File: src/rtl/regfile_write_array_pkg.sv
// regfile_write_array_pkg: shared register-file dimensions
package regfile_write_array_pkg;
  localparam int REG_WIDTH = 32;
  localparam int REG_DEPTH = 32;
  localparam int REG_ADDR_W = 5;
  localparam int REG_ZERO_IDX = 0;
endpackage

File: src/rtl/regfile_write_array_if.sv
// regfile_write_array_if: write request bus and flat register view
interface regfile_write_array_if
  import regfile_write_array_pkg::*;
#(
  parameter int WIDTH = REG_WIDTH,
  parameter int DEPTH = REG_DEPTH,
  parameter int ADDR_W = REG_ADDR_W
);
  logic ctrl_writeEnable;
  logic [ADDR_W-1:0] ctrl_writeReg;
  logic [WIDTH-1:0] data_writeReg;
  logic [DEPTH*WIDTH-1:0] Q;
  modport master (output ctrl_writeEnable, ctrl_writeReg, data_writeReg, input Q);
  modport slave (input ctrl_writeEnable, ctrl_writeReg, data_writeReg, output Q);
endinterface

File: src/rtl/regfile_write_array_register_w.sv
// regfile_write_array_register_w: WIDTH-bit enabled register with async clear
module regfile_write_array_register_w #(
  parameter int WIDTH = 32
) (
  input logic clock,
  input logic ctrl_reset_n,
  input logic en,
  input logic [WIDTH-1:0] d,
  output logic [WIDTH-1:0] q
);
  // clear immediately on reset, otherwise load only when enabled
  always_ff @(posedge clock or negedge ctrl_reset_n)
    if (!ctrl_reset_n) q <= '0;
    else if (en) q <= d;
endmodule

File: src/rtl/regfile_write_array.sv
// regfile_write_array: register storage and write decode, register 0 hardwired to zero
module regfile_write_array
  import regfile_write_array_pkg::*;
#(
  parameter int WIDTH = REG_WIDTH,
  parameter int DEPTH = REG_DEPTH,
  parameter int ADDR_W = REG_ADDR_W
) (
  input logic clock,
  input logic ctrl_reset_n,
  regfile_write_array_if.slave bus
);
  logic [DEPTH-1:1] en;
  assign bus.Q[REG_ZERO_IDX*WIDTH +: WIDTH] = '0;
  for (genvar i = 1; i < DEPTH; i++) begin : g_reg
    assign en[i] = bus.ctrl_writeEnable && bus.ctrl_writeReg == ADDR_W'(i);
    regfile_write_array_register_w #(.WIDTH(WIDTH)) u_reg (
      .clock(clock),
      .ctrl_reset_n(ctrl_reset_n),
      .en(en[i]),
      .d(bus.data_writeReg),
      .q(bus.Q[i*WIDTH +: WIDTH])
    );
  end
endmodule

File: src/flat_wrapper.sv
// flat-port wrapper written by rule: the top's interface ports become plain ports
module regfile_write_array_flat import regfile_write_array_pkg::*;
#(
  parameter int WIDTH = REG_WIDTH,
  parameter int DEPTH = REG_DEPTH,
  parameter int ADDR_W = REG_ADDR_W
)
  (clock, ctrl_reset_n, bus_ctrl_writeEnable, bus_ctrl_writeReg, bus_data_writeReg, bus_Q);
  regfile_write_array_if #(.WIDTH(WIDTH), .DEPTH(DEPTH), .ADDR_W(ADDR_W)) bus_i ();
  input logic clock;
  input logic ctrl_reset_n;
  input wire logic [$bits(bus_i.ctrl_writeEnable)-1:0] bus_ctrl_writeEnable;
  input wire logic [$bits(bus_i.ctrl_writeReg)-1:0] bus_ctrl_writeReg;
  input wire logic [$bits(bus_i.data_writeReg)-1:0] bus_data_writeReg;
  output wire logic [$bits(bus_i.Q)-1:0] bus_Q;
  assign bus_i.ctrl_writeEnable = bus_ctrl_writeEnable;
  assign bus_i.ctrl_writeReg = bus_ctrl_writeReg;
  assign bus_i.data_writeReg = bus_data_writeReg;
  assign bus_Q = bus_i.Q;
  regfile_write_array #(.WIDTH(WIDTH), .DEPTH(DEPTH), .ADDR_W(ADDR_W)) u_core (.clock(clock), .ctrl_reset_n(ctrl_reset_n), .bus(bus_i));
endmodule
File: config.mk
export PLATFORM = sky130hd
export DESIGN_NAME = regfile_write_array_flat
export DESIGN_NICKNAME = d
export VERILOG_FILES = /design/src/rtl/regfile_write_array_pkg.sv /design/src/rtl/regfile_write_array_if.sv /design/src/rtl/regfile_write_array_register_w.sv /design/src/rtl/regfile_write_array.sv /design/src/flat_wrapper.sv
export SDC_FILE = /design/constraint.sdc
export NUM_CORES = 1
export LEC_CHECK = 0
export BUFFER_PORTS_ARGS = -buffer_cell sky130_fd_sc_hd__buf_2
export CORE_AREA = 2 2 414 416
export DETAILED_ROUTE_END_ITERATION = 10
export DIE_AREA = 0 0 416 418
export PLACE_DENSITY = 0.41
export REMOVE_ABC_BUFFERS = 1
export SLEW_MARGIN = 20
export SYNTH_ARGS = -nofsm -noshare
export SYNTH_HDL_FRONTEND = slang
export SYNTH_SLANG_ARGS = --single-unit
File: constraint.sdc
create_clock -name clock -period 0.8 [get_ports clock]
set_input_delay 0 -clock clock [delete_from_list [all_inputs] [get_ports clock]]
set_output_delay 0 -clock clock [all_outputs]
set_load 0.02 [all_outputs]
# After elaboration in Yosys (flattened, before gate mapping)
# Index checks and enable logic that the tools add are counted.
# classes
reduce_logical	31
n_eq_ne	31
# op_table
cell	n
equality test 5 bit, second input constant	16
equality test 5 x 4 -> 1 bit, second input constant	8
logical AND 1 bit	31
equality test 5 x 3 -> 1 bit, second input constant	4
equality test 5 x 2 -> 1 bit, second input constant	2
equality test 5 x 1 -> 1 bit, second input constant	1
# word_totals
register_bits	992
wordCells	93
input_bits	40

# Longest topological paths before layout
# depth
ltp_word	2
depth_mapped	5

# Modules after synthesis
# From an unflattened synthesis, not the netlist that was laid out.
# hier_totals
cells_unflattened	2187
hier_area_um2	42166.7
# by_module_without_submodules
mod	area_per_inst_um2	cells_per_inst	instances
regfile_write_array_register_w	1345.0	68	31
regfile_write_array	470.5	79	1

# Worst setup path before layout
# OpenSTA, ideal clock, no wires.
# synth_timing
path_type	input to register
start	input port bus_ctrl_writeReg[1]
end	register u_core.g_reg[29].u_reg.q[10]
setup_slack_ns	-0.474
stages	5
required_time_ns	0.675
t_arrival_ns	1.149
setup_time_ns	0.125
path_buffers	2
cell_sequence	buf_2 nand2b_1 nor2_1 buf_2 mux2_2
# synth_between
elab_chain_cells	2
# synth_lines
element	line_no	rtl
start: declaration	flat_wrapper.sv:13	input wire logic [$bits(bus_i.ctrl_writeReg)-1:0] bus_ctrl_writeReg;
equality test 5 bit	regfile_write_array.sv:16	assign en[i] = bus.ctrl_writeEnable && bus.ctrl_writeReg == ADDR_W'(i);
logical AND 1 bit	regfile_write_array.sv:16	
end signal: assignment	regfile_write_array_register_w.sv:13	if (!ctrl_reset_n) q <= '0;
end signal: assignment	regfile_write_array_register_w.sv:14	else if (en) q <= d;
end: declaration	regfile_write_array_register_w.sv:9	output logic [WIDTH-1:0] q
# Every way passes these cells.
# A chain may end at the register's enable or synchronous reset.

# Worst setup path in the final report
# layout_timing
start	register u_core.g_reg[10].u_reg.q[28]
end	output port bus_Q[348]
# layout_lines
element	line_no	rtl
start: declaration	regfile_write_array_register_w.sv:9	
start signal: assignment	regfile_write_array_register_w.sv:13	
start signal: assignment	regfile_write_array_register_w.sv:14	
end: declaration	flat_wrapper.sv:15	output wire logic [$bits(bus_i.Q)-1:0] bus_Q;
# No word-level cell between the ends.

==> impl_metrics.toml <==
[logic_synthesis]
postSynthCellCount = 2256
ys_seq_area_share_pct = 66.4
syn-cell-area_um2 = 37400
synth_top_area_cell = "dfrtp_1"
synth_top_area_share_pct = 66.4
synth_area_leaders = "dfrtp_1, mux2_2, buf_2"
ys_ff_latch = 992
ys_types = 20
yosys_warnings = 0
syn_avg_cell_area_um2 = 16.6

[drt]
routedWlPerCell_um = 26.2
initialDrtViolationCount = 862
vias_per_cell = 4.11
ant_nets = 0
drc = 0
firstDrtPassIters = 4
via_count = 24204
drt-total-wl_mm = 154

[die]
num_rows = 151
die_x_um = 416
dieArea_um2 = 174000
die_h_um = 418
coreArea_um2 = 169000
pin_count = 1064
initial_utilization_pct = 22.1

[critical_path]
critPathMostFrequentCell = "buf_6"
crit_type = "reg -> out"
slowest_stage = "dfrtp_1"
path_buf_inv = 2
crit_required_ns = 0.80
cp_cell_sequence = "buf_6 > buf_6"
crit_fanout = 2
crit_path_end_kind = "output pin"
critical_path_arrival_ns = 1.42
startpoint_type = "flop"
cpLargestDelayFamily = "flip-flops"
slowest_delay_ns = 0.42

[timing]
hold_viol = 76
fin_ws_ns = -0.616
fmax_mhz = 706
setup_violations = 1366
rsz0062_at_grt = "true"
finalCritPeriodShare_pct = 177
layout_min_cycle_time_ns = 1.42
worst_slew_pin_slew_ns = 0.797
clock_skew_ns = 0
finalMaxSlewViolations = 0
fin_hold_ws_ns = -0.215
slew_headroom_pct = 46.7

[grt]
grt_pass1_wl_mm = 213
first_global_vias = 25678
grt_max_degree = 54
grt_usage_pct = 17.3
gr-total-overflow = 0
antenna_found_initial = 11

[pwr]
leakagePower_nw = 28.0
power_density_nw_per_um2 = 2990
ir_drop_mv = 1.92

[clocking]
clk_pin_slew_ns = 0.06
cts_buffers = 116
numClockSinks = 992
htreeDepth = 3
cts_tree = "built"
clk_latency_ns = 0.75
root_buffer = "clkbuf_16"
cts_max_path_buffers = 3

[status]
violations = "negative hold slack, negative setup slack"
status = "complete, but fails checks"

[finish]
fill_cells = 16612
final_cell_mix = "dfrtp_1, mux2_2, buf_6"
drive_gt1_share_pct = 69.7
largest_reg_flops = 992
final_core_util_pct = 34.7
reg_top3 = "u_core.g.u_reg.q x992"
final_common_cell = "dfrtp_1"
regMostFlops = "u_core.g.u_reg.q"
design_area_um2 = 58800
fin_cells = 5882
synthToLayoutAreaGrowth_pct = 57.1
nNetsFinal = 3605

[placement]
gp_congestion = 0.750
dp.cells = 5542
portBuffers = 1031
post-dp-hpwl_mm = 112
placed_area_um2 = 47700
post-place-ws_ns = -1.14

[flow_run]
maxCapViolations = 0

[hold_path]
holdCritPathClass = "in -> async"
==> per-stage QoR <==
stage | total power (W) | TNS [ns]
finish | 0.176 | -525.53
global route | 0.183 | -634.96
CTS | 0.176 | -633.19
detailed placement | 0.107 | -760.92
global placement | 0.107 | -764.94
floorplan | 0.0864 | -974.67
==> synth_stat cells, drive strengths merged <==
cell type    n
and4bb       3
buf        129
clkbuf      97
conb         1
dfrtp      992
mux2       992
nand2       12
nand2b       2
nand3        4
nand4        1
nand4b       3
nor2        13
nor2b        2
nor3         1
nor4b        1
or3          3
==> cell type report <==
type                       count  area (um2)  area share [%]
antenna                        6        15.0          0.0256
multi-input combinational   1069       11700            19.9
clock buffer                 175        3510            5.97
clock inverter                36         490           0.835
timing repair buffer        1386       15400            26.2
sequential                   992       24800            42.3
tap                         2218        2780            4.72
==> cell families after synthesis <==
logic type             Yosys count  synth area share [%]
flip-flops                     992                  66.4
multiplexers                   992                  29.9
AND/OR/NAND/NOR                 45                 0.676
buffers and inverters          226                  3.06
other                            1                0.0100
==> worst reg2reg max path, delay by kind of cell (launching register included) <==
| family | cells | cell delay, ns |
|---|---|---|
| flops | 1 | 0.39 |
| mux | 1 | 0.24 |
| buf+inv | 2 | 0.26 |
==> power by group <==
part           switching [W]  leakage (nW)  total (W)  internal [W]
sequential           0.00707          12.7     0.0671        0.0601
clock                 0.0221          1.97     0.0556        0.0336
combinational         0.0260          13.4     0.0530        0.0270
==> worst paths after layout <==
path	from	endpoint	slack (ns)	depth (start not counted)
worst min-delay path	ctrl_reset_n	u_core.g_reg[24].u_reg.q[1]	-0.21	3
min in group clock	bus_ctrl_writeReg[3]	u_core.g_reg[25].u_reg.q[12]	0.02	5
worst max register to register	u_core.g_reg[14].u_reg.q[24]	u_core.g_reg[14].u_reg.q[24]	-0.20	3
worst max-delay path	u_core.g_reg[10].u_reg.q[28]	bus_Q[348]	-0.62	2
worst min register to register	u_core.g_reg[28].u_reg.q[6]	u_core.g_reg[28].u_reg.q[6]	0.49	1
max in group asynchronous	ctrl_reset_n	u_core.g_reg[20].u_reg.q[9]	-0.43	5
==> what timing repair did <==
action	in CTS	in global routing
buffers inserted	36	54
gates resized for setup	1641	291
setup endpoints to repair	1130	1492
hold endpoints to repair	1984	96
hold buffers	38	2
==> metal layers <==
metal | global-route usage (%) | up-vias | share of wire [%] | wire length (um)
li1 | - | 10462 | - | -
met1 | 19.6 | 12849 | 38 | 58700
met2 | 31.3 | 681 | 53 | 81400
met3 | 4.76 | 212 | 5.6 | 8680
met4 | 5.87 | 0 | 3.4 | 5290
met5 | 0 | - | 0 | 0
Power figures use the tool's default switching activity.
